$ cat src/rtl/cc_mem_arbiter_if.sv
// Bus bundle for cc_mem_arbiter: CPU request port, loader/debug port and main-memory port.
// The slave modport is the arbiter's view; the master modport is the surrounding system's view.
interface cc_mem_arbiter_if #(
    parameter int DATAWIDTH_ADDR = 32,
    parameter int DATAWIDTH_DATA = 32
);
    logic                      Mem_Arbiter_CPU_RD;
    logic                      Mem_Arbiter_CPU_WR;
    logic [DATAWIDTH_ADDR-1:0] Mem_Arbiter_CPU_ADDR;
    logic [DATAWIDTH_DATA-1:0] Mem_Arbiter_CPU_WDATA;
    logic [DATAWIDTH_DATA-1:0] Mem_Arbiter_CPU_RDATA;
    logic                      Mem_Arbiter_CPU_ACK;

    logic                      Mem_Arbiter_LD_REQ;
    logic                      Mem_Arbiter_LD_WE;
    logic [DATAWIDTH_ADDR-1:0] Mem_Arbiter_LD_ADDR;
    logic [DATAWIDTH_DATA-1:0] Mem_Arbiter_LD_WDATA;
    logic [DATAWIDTH_DATA-1:0] Mem_Arbiter_LD_RDATA;
    logic                      Mem_Arbiter_LD_ACK;

    logic                      Mem_Arbiter_MEM_RD;
    logic                      Mem_Arbiter_MEM_WR;
    logic [DATAWIDTH_ADDR-1:0] Mem_Arbiter_MEM_ADDR;
    logic [DATAWIDTH_DATA-1:0] Mem_Arbiter_MEM_WDATA;
    logic [DATAWIDTH_DATA-1:0] Mem_Arbiter_MEM_RDATA;
    logic                      Mem_Arbiter_MEM_ACK;

    logic                      Mem_Arbiter_BUSY;
    logic                      Mem_Arbiter_ERR;
    logic                      Mem_Arbiter_ERR_CLEAR_InLow;

    modport slave (
        input  Mem_Arbiter_CPU_RD, Mem_Arbiter_CPU_WR, Mem_Arbiter_CPU_ADDR, Mem_Arbiter_CPU_WDATA,
        output Mem_Arbiter_CPU_RDATA, Mem_Arbiter_CPU_ACK,
        input  Mem_Arbiter_LD_REQ, Mem_Arbiter_LD_WE, Mem_Arbiter_LD_ADDR, Mem_Arbiter_LD_WDATA,
        output Mem_Arbiter_LD_RDATA, Mem_Arbiter_LD_ACK,
        output Mem_Arbiter_MEM_RD, Mem_Arbiter_MEM_WR, Mem_Arbiter_MEM_ADDR, Mem_Arbiter_MEM_WDATA,
        input  Mem_Arbiter_MEM_RDATA, Mem_Arbiter_MEM_ACK,
        output Mem_Arbiter_BUSY, Mem_Arbiter_ERR,
        input  Mem_Arbiter_ERR_CLEAR_InLow
    );

    modport master (
        output Mem_Arbiter_CPU_RD, Mem_Arbiter_CPU_WR, Mem_Arbiter_CPU_ADDR, Mem_Arbiter_CPU_WDATA,
        input  Mem_Arbiter_CPU_RDATA, Mem_Arbiter_CPU_ACK,
        output Mem_Arbiter_LD_REQ, Mem_Arbiter_LD_WE, Mem_Arbiter_LD_ADDR, Mem_Arbiter_LD_WDATA,
        input  Mem_Arbiter_LD_RDATA, Mem_Arbiter_LD_ACK,
        input  Mem_Arbiter_MEM_RD, Mem_Arbiter_MEM_WR, Mem_Arbiter_MEM_ADDR, Mem_Arbiter_MEM_WDATA,
        output Mem_Arbiter_MEM_RDATA, Mem_Arbiter_MEM_ACK,
        input  Mem_Arbiter_BUSY, Mem_Arbiter_ERR,
        output Mem_Arbiter_ERR_CLEAR_InLow
    );
endinterface

$ cat src/rtl/cc_mem_arbiter.sv
// Two-port main-memory arbiter (CPU microcode path vs. loader/debug port), all outputs registered.
// Optional access watchdog enabled by defining MEM_ARBITER_TIMEOUT_EN.
module cc_mem_arbiter #(
    parameter int DATAWIDTH_ADDR    = 32,
    parameter int DATAWIDTH_DATA    = 32,
    parameter int TIMEOUT_CYCLES    = 255,
    parameter int DATAWIDTH_TIMEOUT = 8
) (
    input  logic            Mem_Arbiter_CLOCK_50,
    input  logic            Mem_Arbiter_RESET_InLow,
    cc_mem_arbiter_if.slave bus
);

    typedef enum logic [1:0] {
        ST_IDLE   = 2'd0,
        ST_ACCESS = 2'd1,
        ST_DONE   = 2'd2
    } state_t;

    localparam logic OWNER_CPU = 1'b0;
    localparam logic OWNER_LD  = 1'b1;

    state_t                    state_r;
    state_t                    state_s;
    logic                      owner_r;
    logic                      owner_s;
    logic                      we_r;
    logic                      we_s;
    logic                      last_ld_r;
    logic                      last_ld_s;
    logic [DATAWIDTH_ADDR-1:0] mem_addr_r;
    logic [DATAWIDTH_ADDR-1:0] mem_addr_s;
    logic [DATAWIDTH_DATA-1:0] mem_wdata_r;
    logic [DATAWIDTH_DATA-1:0] mem_wdata_s;
    logic                      mem_rd_r;
    logic                      mem_rd_s;
    logic                      mem_wr_r;
    logic                      mem_wr_s;
    logic                      cpu_ack_r;
    logic                      cpu_ack_s;
    logic                      ld_ack_r;
    logic                      ld_ack_s;
    logic [DATAWIDTH_DATA-1:0] cpu_rdata_r;
    logic [DATAWIDTH_DATA-1:0] cpu_rdata_s;
    logic [DATAWIDTH_DATA-1:0] ld_rdata_r;
    logic [DATAWIDTH_DATA-1:0] ld_rdata_s;
    logic                      busy_r;
    logic                      busy_s;
    logic                      err_r;
    logic                      err_s;

    logic                      cpu_req_s;
    logic                      owner_req_s;
    logic                      grant_ld_s;
    logic                      grant_we_s;
    logic                      expire_s;
    logic                      err_clear_s;

    assign cpu_req_s   = bus.Mem_Arbiter_CPU_RD | bus.Mem_Arbiter_CPU_WR;
    assign owner_req_s = (owner_r == OWNER_LD) ? bus.Mem_Arbiter_LD_REQ : cpu_req_s;

`ifdef MEM_ARBITER_TIMEOUT_EN
    localparam logic [DATAWIDTH_TIMEOUT-1:0] TIMEOUT_LAST =
        DATAWIDTH_TIMEOUT'(TIMEOUT_CYCLES - 1);

    logic [DATAWIDTH_TIMEOUT-1:0] wd_cnt_r;
    logic [DATAWIDTH_TIMEOUT-1:0] wd_cnt_s;

    // Watchdog: counts ACK-less ACCESS cycles; held at zero outside ACCESS so entry starts clean.
    always_comb begin
        wd_cnt_s = {DATAWIDTH_TIMEOUT{1'b0}};
        expire_s = 1'b0;
        if ((state_r == ST_ACCESS) && !bus.Mem_Arbiter_MEM_ACK) begin
            expire_s = (wd_cnt_r == TIMEOUT_LAST);
            wd_cnt_s = wd_cnt_r + {{(DATAWIDTH_TIMEOUT-1){1'b0}}, 1'b1};
        end else begin
            wd_cnt_s = {DATAWIDTH_TIMEOUT{1'b0}};
        end
    end

    // Watchdog counter register.
    always_ff @(posedge Mem_Arbiter_CLOCK_50 or negedge Mem_Arbiter_RESET_InLow) begin
        if (!Mem_Arbiter_RESET_InLow) begin
            wd_cnt_r <= {DATAWIDTH_TIMEOUT{1'b0}};
        end else begin
            wd_cnt_r <= wd_cnt_s;
        end
    end

    assign err_clear_s = ~bus.Mem_Arbiter_ERR_CLEAR_InLow;
`else
    logic unused_cfg_s;

    assign expire_s     = 1'b0;
    assign err_clear_s  = 1'b0;
    assign unused_cfg_s = bus.Mem_Arbiter_ERR_CLEAR_InLow
                        ^ (TIMEOUT_CYCLES != 0)
                        ^ (DATAWIDTH_TIMEOUT != 0);
`endif

    // Next-state and next-output logic; every output register is computed here.
    always_comb begin
        state_s     = state_r;
        owner_s     = owner_r;
        we_s        = we_r;
        last_ld_s   = last_ld_r;
        mem_addr_s  = mem_addr_r;
        mem_wdata_s = mem_wdata_r;
        mem_rd_s    = mem_rd_r;
        mem_wr_s    = mem_wr_r;
        cpu_ack_s   = cpu_ack_r;
        ld_ack_s    = ld_ack_r;
        cpu_rdata_s = cpu_rdata_r;
        ld_rdata_s  = ld_rdata_r;
        busy_s      = busy_r;
        err_s       = err_r;
        grant_ld_s  = 1'b0;
        grant_we_s  = 1'b0;

        case (state_r)
            ST_IDLE: begin
                if (cpu_req_s || bus.Mem_Arbiter_LD_REQ) begin
                    // On a tie the side not served last wins; CPU wins right after reset.
                    grant_ld_s = bus.Mem_Arbiter_LD_REQ && (!cpu_req_s || !last_ld_r);
                    if (grant_ld_s) begin
                        grant_we_s  = bus.Mem_Arbiter_LD_WE;
                        owner_s     = OWNER_LD;
                        mem_addr_s  = bus.Mem_Arbiter_LD_ADDR;
                        mem_wdata_s = bus.Mem_Arbiter_LD_WDATA;
                    end else begin
                        grant_we_s  = bus.Mem_Arbiter_CPU_WR;
                        owner_s     = OWNER_CPU;
                        mem_addr_s  = bus.Mem_Arbiter_CPU_ADDR;
                        mem_wdata_s = bus.Mem_Arbiter_CPU_WDATA;
                    end
                    we_s     = grant_we_s;
                    mem_rd_s = ~grant_we_s;
                    mem_wr_s = grant_we_s;
                    busy_s   = 1'b1;
                    state_s  = ST_ACCESS;
                end else begin
                    state_s = ST_IDLE;
                end
            end

            ST_ACCESS: begin
                if (bus.Mem_Arbiter_MEM_ACK) begin
                    mem_rd_s  = 1'b0;
                    mem_wr_s  = 1'b0;
                    last_ld_s = owner_r;
                    state_s   = ST_DONE;
                    if (owner_r == OWNER_LD) begin
                        ld_ack_s   = 1'b1;
                        ld_rdata_s = we_r ? ld_rdata_r : bus.Mem_Arbiter_MEM_RDATA;
                    end else begin
                        cpu_ack_s   = 1'b1;
                        cpu_rdata_s = we_r ? cpu_rdata_r : bus.Mem_Arbiter_MEM_RDATA;
                    end
                end else if (expire_s) begin
                    // Abort: complete the handshake with an all-ones data marker.
                    mem_rd_s  = 1'b0;
                    mem_wr_s  = 1'b0;
                    last_ld_s = owner_r;
                    state_s   = ST_DONE;
                    if (owner_r == OWNER_LD) begin
                        ld_ack_s   = 1'b1;
                        ld_rdata_s = {DATAWIDTH_DATA{1'b1}};
                    end else begin
                        cpu_ack_s   = 1'b1;
                        cpu_rdata_s = {DATAWIDTH_DATA{1'b1}};
                    end
                end else begin
                    state_s = ST_ACCESS;
                end
            end

            ST_DONE: begin
                if (!owner_req_s) begin
                    cpu_ack_s = 1'b0;
                    ld_ack_s  = 1'b0;
                    busy_s    = 1'b0;
                    state_s   = ST_IDLE;
                end else begin
                    state_s = ST_DONE;
                end
            end

            default: begin
                mem_rd_s  = 1'b0;
                mem_wr_s  = 1'b0;
                cpu_ack_s = 1'b0;
                ld_ack_s  = 1'b0;
                busy_s    = 1'b0;
                state_s   = ST_IDLE;
            end
        endcase

        // A timeout in the same cycle as a clear request leaves ERR set.
        if (expire_s) begin
            err_s = 1'b1;
        end else if (err_clear_s) begin
            err_s = 1'b0;
        end else begin
            err_s = err_r;
        end
    end

    // State and output registers; reset drops any strobe without waiting for memory.
    always_ff @(posedge Mem_Arbiter_CLOCK_50 or negedge Mem_Arbiter_RESET_InLow) begin
        if (!Mem_Arbiter_RESET_InLow) begin
            state_r     <= ST_IDLE;
            owner_r     <= OWNER_CPU;
            we_r        <= 1'b0;
            last_ld_r   <= OWNER_LD;
            mem_addr_r  <= {DATAWIDTH_ADDR{1'b0}};
            mem_wdata_r <= {DATAWIDTH_DATA{1'b0}};
            mem_rd_r    <= 1'b0;
            mem_wr_r    <= 1'b0;
            cpu_ack_r   <= 1'b0;
            ld_ack_r    <= 1'b0;
            cpu_rdata_r <= {DATAWIDTH_DATA{1'b0}};
            ld_rdata_r  <= {DATAWIDTH_DATA{1'b0}};
            busy_r      <= 1'b0;
            err_r       <= 1'b0;
        end else begin
            state_r     <= state_s;
            owner_r     <= owner_s;
            we_r        <= we_s;
            last_ld_r   <= last_ld_s;
            mem_addr_r  <= mem_addr_s;
            mem_wdata_r <= mem_wdata_s;
            mem_rd_r    <= mem_rd_s;
            mem_wr_r    <= mem_wr_s;
            cpu_ack_r   <= cpu_ack_s;
            ld_ack_r    <= ld_ack_s;
            cpu_rdata_r <= cpu_rdata_s;
            ld_rdata_r  <= ld_rdata_s;
            busy_r      <= busy_s;
            err_r       <= err_s;
        end
    end

    assign bus.Mem_Arbiter_CPU_RDATA = cpu_rdata_r;
    assign bus.Mem_Arbiter_CPU_ACK   = cpu_ack_r;
    assign bus.Mem_Arbiter_LD_RDATA  = ld_rdata_r;
    assign bus.Mem_Arbiter_LD_ACK    = ld_ack_r;
    assign bus.Mem_Arbiter_MEM_RD    = mem_rd_r;
    assign bus.Mem_Arbiter_MEM_WR    = mem_wr_r;
    assign bus.Mem_Arbiter_MEM_ADDR  = mem_addr_r;
    assign bus.Mem_Arbiter_MEM_WDATA = mem_wdata_r;
    assign bus.Mem_Arbiter_BUSY      = busy_r;
    assign bus.Mem_Arbiter_ERR       = err_r;

endmodule
$ cat src/flat_wrapper.sv
// flat-port wrapper written by rule: the top's interface ports become plain ports
module cc_mem_arbiter_flat 
#(
    parameter int DATAWIDTH_ADDR    = 32,
    parameter int DATAWIDTH_DATA    = 32,
    parameter int TIMEOUT_CYCLES    = 255,
    parameter int DATAWIDTH_TIMEOUT = 8
)
  (Mem_Arbiter_CLOCK_50, Mem_Arbiter_RESET_InLow, bus_Mem_Arbiter_CPU_RD, bus_Mem_Arbiter_CPU_WR, bus_Mem_Arbiter_CPU_ADDR, bus_Mem_Arbiter_CPU_WDATA, bus_Mem_Arbiter_CPU_RDATA, bus_Mem_Arbiter_CPU_ACK, bus_Mem_Arbiter_LD_REQ, bus_Mem_Arbiter_LD_WE, bus_Mem_Arbiter_LD_ADDR, bus_Mem_Arbiter_LD_WDATA, bus_Mem_Arbiter_LD_RDATA, bus_Mem_Arbiter_LD_ACK, bus_Mem_Arbiter_MEM_RD, bus_Mem_Arbiter_MEM_WR, bus_Mem_Arbiter_MEM_ADDR, bus_Mem_Arbiter_MEM_WDATA, bus_Mem_Arbiter_MEM_RDATA, bus_Mem_Arbiter_MEM_ACK, bus_Mem_Arbiter_BUSY, bus_Mem_Arbiter_ERR, bus_Mem_Arbiter_ERR_CLEAR_InLow);
  cc_mem_arbiter_if #(.DATAWIDTH_ADDR(DATAWIDTH_ADDR), .DATAWIDTH_DATA(DATAWIDTH_DATA)) bus_i ();
  input  logic Mem_Arbiter_CLOCK_50;
  input  logic Mem_Arbiter_RESET_InLow;
  input wire logic [$bits(bus_i.Mem_Arbiter_CPU_RD)-1:0] bus_Mem_Arbiter_CPU_RD;
  input wire logic [$bits(bus_i.Mem_Arbiter_CPU_WR)-1:0] bus_Mem_Arbiter_CPU_WR;
  input wire logic [$bits(bus_i.Mem_Arbiter_CPU_ADDR)-1:0] bus_Mem_Arbiter_CPU_ADDR;
  input wire logic [$bits(bus_i.Mem_Arbiter_CPU_WDATA)-1:0] bus_Mem_Arbiter_CPU_WDATA;
  output wire logic [$bits(bus_i.Mem_Arbiter_CPU_RDATA)-1:0] bus_Mem_Arbiter_CPU_RDATA;
  output wire logic [$bits(bus_i.Mem_Arbiter_CPU_ACK)-1:0] bus_Mem_Arbiter_CPU_ACK;
  input wire logic [$bits(bus_i.Mem_Arbiter_LD_REQ)-1:0] bus_Mem_Arbiter_LD_REQ;
  input wire logic [$bits(bus_i.Mem_Arbiter_LD_WE)-1:0] bus_Mem_Arbiter_LD_WE;
  input wire logic [$bits(bus_i.Mem_Arbiter_LD_ADDR)-1:0] bus_Mem_Arbiter_LD_ADDR;
  input wire logic [$bits(bus_i.Mem_Arbiter_LD_WDATA)-1:0] bus_Mem_Arbiter_LD_WDATA;
  output wire logic [$bits(bus_i.Mem_Arbiter_LD_RDATA)-1:0] bus_Mem_Arbiter_LD_RDATA;
  output wire logic [$bits(bus_i.Mem_Arbiter_LD_ACK)-1:0] bus_Mem_Arbiter_LD_ACK;
  output wire logic [$bits(bus_i.Mem_Arbiter_MEM_RD)-1:0] bus_Mem_Arbiter_MEM_RD;
  output wire logic [$bits(bus_i.Mem_Arbiter_MEM_WR)-1:0] bus_Mem_Arbiter_MEM_WR;
  output wire logic [$bits(bus_i.Mem_Arbiter_MEM_ADDR)-1:0] bus_Mem_Arbiter_MEM_ADDR;
  output wire logic [$bits(bus_i.Mem_Arbiter_MEM_WDATA)-1:0] bus_Mem_Arbiter_MEM_WDATA;
  input wire logic [$bits(bus_i.Mem_Arbiter_MEM_RDATA)-1:0] bus_Mem_Arbiter_MEM_RDATA;
  input wire logic [$bits(bus_i.Mem_Arbiter_MEM_ACK)-1:0] bus_Mem_Arbiter_MEM_ACK;
  output wire logic [$bits(bus_i.Mem_Arbiter_BUSY)-1:0] bus_Mem_Arbiter_BUSY;
  output wire logic [$bits(bus_i.Mem_Arbiter_ERR)-1:0] bus_Mem_Arbiter_ERR;
  input wire logic [$bits(bus_i.Mem_Arbiter_ERR_CLEAR_InLow)-1:0] bus_Mem_Arbiter_ERR_CLEAR_InLow;
  assign bus_i.Mem_Arbiter_CPU_RD = bus_Mem_Arbiter_CPU_RD;
  assign bus_i.Mem_Arbiter_CPU_WR = bus_Mem_Arbiter_CPU_WR;
  assign bus_i.Mem_Arbiter_CPU_ADDR = bus_Mem_Arbiter_CPU_ADDR;
  assign bus_i.Mem_Arbiter_CPU_WDATA = bus_Mem_Arbiter_CPU_WDATA;
  assign bus_Mem_Arbiter_CPU_RDATA = bus_i.Mem_Arbiter_CPU_RDATA;
  assign bus_Mem_Arbiter_CPU_ACK = bus_i.Mem_Arbiter_CPU_ACK;
  assign bus_i.Mem_Arbiter_LD_REQ = bus_Mem_Arbiter_LD_REQ;
  assign bus_i.Mem_Arbiter_LD_WE = bus_Mem_Arbiter_LD_WE;
  assign bus_i.Mem_Arbiter_LD_ADDR = bus_Mem_Arbiter_LD_ADDR;
  assign bus_i.Mem_Arbiter_LD_WDATA = bus_Mem_Arbiter_LD_WDATA;
  assign bus_Mem_Arbiter_LD_RDATA = bus_i.Mem_Arbiter_LD_RDATA;
  assign bus_Mem_Arbiter_LD_ACK = bus_i.Mem_Arbiter_LD_ACK;
  assign bus_Mem_Arbiter_MEM_RD = bus_i.Mem_Arbiter_MEM_RD;
  assign bus_Mem_Arbiter_MEM_WR = bus_i.Mem_Arbiter_MEM_WR;
  assign bus_Mem_Arbiter_MEM_ADDR = bus_i.Mem_Arbiter_MEM_ADDR;
  assign bus_Mem_Arbiter_MEM_WDATA = bus_i.Mem_Arbiter_MEM_WDATA;
  assign bus_i.Mem_Arbiter_MEM_RDATA = bus_Mem_Arbiter_MEM_RDATA;
  assign bus_i.Mem_Arbiter_MEM_ACK = bus_Mem_Arbiter_MEM_ACK;
  assign bus_Mem_Arbiter_BUSY = bus_i.Mem_Arbiter_BUSY;
  assign bus_Mem_Arbiter_ERR = bus_i.Mem_Arbiter_ERR;
  assign bus_i.Mem_Arbiter_ERR_CLEAR_InLow = bus_Mem_Arbiter_ERR_CLEAR_InLow;
  cc_mem_arbiter #(.DATAWIDTH_ADDR(DATAWIDTH_ADDR), .DATAWIDTH_DATA(DATAWIDTH_DATA), .TIMEOUT_CYCLES(TIMEOUT_CYCLES), .DATAWIDTH_TIMEOUT(DATAWIDTH_TIMEOUT)) u_core (.Mem_Arbiter_CLOCK_50(Mem_Arbiter_CLOCK_50), .Mem_Arbiter_RESET_InLow(Mem_Arbiter_RESET_InLow), .bus(bus_i));
endmodule
$ cat config.mk
export PLATFORM = sky130hd
export DESIGN_NAME = cc_mem_arbiter_flat
export DESIGN_NICKNAME = d
export VERILOG_FILES = /design/src/rtl/cc_mem_arbiter_if.sv /design/src/rtl/cc_mem_arbiter.sv /design/src/flat_wrapper.sv
export SDC_FILE = /design/constraint.sdc
export NUM_CORES = 1
export LEC_CHECK = 0
export ABC_AREA = 0
export BUFFER_PORTS_ARGS = -buffer_cell sky130_fd_sc_hd__buf_2
export CAP_MARGIN = 20
export CELL_PAD_IN_SITES_DETAIL_PLACEMENT = 1
export CELL_PAD_IN_SITES_GLOBAL_PLACEMENT = 1
export CORE_ASPECT_RATIO = 0.8
export CORE_MARGIN = 5
export CORE_UTILIZATION = 32
export CTS_BUF_LIST = sky130_fd_sc_hd__clkbuf_8
export DETAILED_ROUTE_END_ITERATION = 10
export PLACE_DENSITY_LB_ADDON = 0.08
export SLEW_MARGIN = 40
export SYNTH_ARGS = -nofsm -noshare
export SYNTH_HDL_FRONTEND = slang
export SYNTH_SLANG_ARGS = --single-unit
$ cat constraint.sdc
create_clock -name Mem_Arbiter_CLOCK_50 -period 1.53 [get_ports Mem_Arbiter_CLOCK_50]
set_input_delay 0.306 -clock Mem_Arbiter_CLOCK_50 [delete_from_list [all_inputs] [get_ports Mem_Arbiter_CLOCK_50]]
set_output_delay 0.306 -clock Mem_Arbiter_CLOCK_50 [all_outputs]
set_load 0.03 [all_outputs]
==> results.toml <==
[outcome]
status = "completed"

[routing]
vias = 5756
dr.first_iter.drc_count = 242
route.detailed.drc = 0
wirelength_mm = 22.6
ant_nets = 0
via_per_inst = 5.13
drt_pass1_iterations = 4
wl_per_cell_um = 20.2

[power_and_ir_drop]
internal-power_uw = 11400
p_clk_frac = 0.160
p_per_area_nw_per_um2 = 2420
p_leak_uw = 0.00418
ir_worst_vdd_mv = 0.823
p_sw_uw = 9870
swShare = 0.464
power_frac_comb = 0.530
pwr-share-seq = 0.310

[timing]
clock.fmax_mhz = 661
fin_skew_ns = 0.0129
period_needed_ns = 1.51
slew_violations = 0
rsz0062_at_grt = "true"
hold_violations = 0
final.setup.worst_slack_ns = 0.0177
finalCritPeriodShare = 0.988
setup_viol = 0
slew_headroom = 0.583
tightestPinTransition_ns = 0.626
hold_ws_ns = 0.0975

[worst_setup_path]
regToRegSetupSlack_ns = 0.02
worstPathMaxFanout = 32
r2r-end = "u_core.bus.Mem_Arbiter_CPU_RDATA[14]$_DFFE_PN0P_"
cp_data_arrival_time_ns = 1.84
slowest_delay_ns = 0.45
cp-end-kind = "register"
reg2regPathDepth = 3
crit_chain = "nor4_4, buf_12, mux2_2"
start_kind = "register"
critPathRequiredTime_ns = 1.86
crit_type = "reg -> reg"
rr_startpoint = "u_core.state_r[1]$_DFF_PN0_"
cpMaxStageDelayCell = "dfrtp_2"

[cells_and_area]
syn_to_final_growth_pct = 39.3
multiInputGateArea_um2 = 2500
instances_no_fill = 1122
seqCellArea_um2 = 3460
fillers = 2170
drive_above_1_share = 0.516
nets = 1019

[die]
ios = 302
dieArea_um2 = 22600
die_y_um = 135
core_area_um2 = 19100
num_rows = 45
start_util = 0.328
die_x_um = 167

[clock_tree]
clk_latency_ns = 0.45
cts_buffers = 17
cts_tree = "done"
clock-sinks = 138
cts-root-buf = "clkbuf_8"
clockBufferDepth = 2
post_cts_buffers = 0
h-tree-depth = 4
cts.clk_slew.worst_paths_ns = 0.09

[synthesis]
syn_area_um2 = 6290
yosys_warnings = 0
syn_nets = 721
ys_ff_latch = 138
ys.flop_type = "dfrtp_1"
async_flop_share = 1.00
syn_inst = 553
syn_avg_cell_area_um2 = 11.4
synth_top_area_share = 0.545
ys_types = 37
synth-edff-count = 0
yosysSeqAreaShare = 0.549
synth_top_area_cell = "dfrtp_1"
synth.area.top_cells = "dfrtp_1 (55%), mux2_4 (7.2%), a31oi_1 (6.4%)"

[global_route]
grt_max_degree = 55
grt_pass1_wl_mm = 34.6
antenna_found_initial = 4
overflow = 0
grt_util_all_layers = 0.193
grt_pass1_vias = 6174

[placement]
pre_cts_ws_ns = -0.0891
finalWeightedCongestion = 0.780
dp_cells = 1087
post-dp-hpwl_mm = 16.0
io_buffers = 299

[job]
maxCapViolations = 0

[worst_hold_path]
whs_path_depth = 2
holdPathEnd = "u_core.bus.Mem_Arbiter_LD_RDATA[7]$_DFFE_PN0P_"
hold_path_class = "in -> reg"
min_from = "bus_Mem_Arbiter_MEM_RDATA[7]"
-- synthesized netlist by cell type (2+ instances only) --
cell type	number
dfrtp_1	137
o21ai_0	70
a21oi_1	64
a31oi_1	64
nand3_1	64
mux2_2	34
mux2_4	30
clkbuf_1	19
buf_2	17
buf_6	14
buf_4	7
nand2_1	3
nor2_1	3
a2bb2oi_1	2
mux2_1	2
nor3_1	2
-- critical path: cells and delay by family, from the launching register on --
kind | cells | cell delay (ns)
mux | 1 | 0.36
simple gates | 1 | 0.33
buf+inv | 1 | 0.26
flops | 1 | 0.45
-- sequential cells by signal, summed over array words and instances (netlist names), 2 cells and up --
register	count
u_core.bus.Mem_Arbiter_CPU_RDATA	32
u_core.bus.Mem_Arbiter_LD_RDATA	32
u_core.bus.Mem_Arbiter_MEM_ADDR	32
u_core.bus.Mem_Arbiter_MEM_WDATA	32
u_core.state_r	2
-- cell families after synthesis --
kind of cell,count (synthesis),synth area share
flops,138,0.549
compound gates,208,0.184
mux,66,0.136
buf+inv,59,0.0595
simple gates,81,0.0705
other cells,1,0.000596
-- per-layer routing --
metal / routed length (um) / global-route usage / vias to the layer above
li1: - / - / 2647
met1: 9550 / 0.244 / 2869
met2: 11100 / 0.320 / 214
met3: 1760 / 0.0680 / 20
met4: 231 / 0.0427 / 6
met5: 35 / 0 / -
-- worst max-delay path by stage --
stage / end / from / cells past startpoint
2_1_floorplan: u_core.bus.Mem_Arbiter_CPU_RDATA[10]$_DFFE_PN0P_ / u_core.state_r[1]$_DFF_PN0_ / 4
3_3_place_gp: u_core.bus.Mem_Arbiter_MEM_WDATA[22]$_DFFE_PN0P_ / bus_Mem_Arbiter_LD_REQ / 5
3_5_place_dp: u_core.bus.Mem_Arbiter_MEM_WDATA[14]$_DFFE_PN0P_ / bus_Mem_Arbiter_LD_REQ / 5
4_1_cts: u_core.bus.Mem_Arbiter_CPU_RDATA[29]$_DFFE_PN0P_ / u_core.state_r[1]$_DFF_PN0_ / 3
5_1_grt: u_core.bus.Mem_Arbiter_MEM_ADDR[1]$_DFFE_PN0P_ / u_core.state_r[1]$_DFF_PN0_ / 4
6_report: u_core.bus.Mem_Arbiter_CPU_RDATA[14]$_DFFE_PN0P_ / u_core.state_r[1]$_DFF_PN0_ / 3
-- repair_timing --
action	4_1_cts	5_1_grt
hold endpoints to repair	32	0
cloned	0	2
hold buffers	1	0
pin swaps	0	1
endpoints found under the setup margin	18	35
resized for setup	3	3
-- through the flow --
stage               cell area, um2  TNS, ns  total power, uW   util
floorplan                     6290   -0.162            13900      -
global placement              8230    -2.21            17600  0.430
detailed placement            8230    -3.73            17800  0.430
CTS                           8690        0            21300  0.454
global route                  8760   -0.520            22500  0.458
finish                        8760        0            21200  0.458
-- layout by cell type (no fill, tap or decap), types with 2 or more instances in the layout --
| cell | netlist | layout |
|---|---|---|
| clkbuf_16 | 0 | 2 |
| nor2_4 | 0 | 2 |
| bufinv_16 | 0 | 4 |
| clkinv_4 | 0 | 2 |
| clkbuf_8 | 0 | 17 |
| buf_2 | 17 | 298 |
| a2bb2oi_1 | 2 | 2 |
| nand2_1 | 3 | 2 |
| buf_4 | 7 | 19 |
| inv_6 | 0 | 6 |
| a31oi_1 | 64 | 64 |
| dfrtp_2 | 0 | 2 |
| buf_12 | 0 | 16 |
| nand3_1 | 64 | 64 |
| mux2_4 | 30 | 31 |
| mux2_2 | 34 | 33 |
| dfrtp_1 | 137 | 135 |
| mux2_1 | 2 | 2 |
| o21ai_0 | 70 | 69 |
| a21oi_1 | 64 | 64 |
-- power groups by stage --
stage | Sequential, uW | Combinational, uW | Clock, uW
2_1_floorplan | 10000 | 3870 | 0
3_3_place_gp | 6510 | 11000 | 0
3_5_place_dp | 6650 | 11200 | 0
4_1_cts | 6610 | 11200 | 3510
5_1_grt | 6840 | 12000 | 3700
6_report | 6590 | 11300 | 3390
-- final cells by class --
cell class	instances	share of cell area
flip-flops and latches	138	0.395
multi-input cells	356	0.286
repair buffers	337	0.231
well taps	258	0.0369
clock buffers	17	0.0267
clock inverters	14	0.0239
inverters	1	0.000429
diodes	1	0.000286
Note: power is estimated with default switching activity, not from simulation.
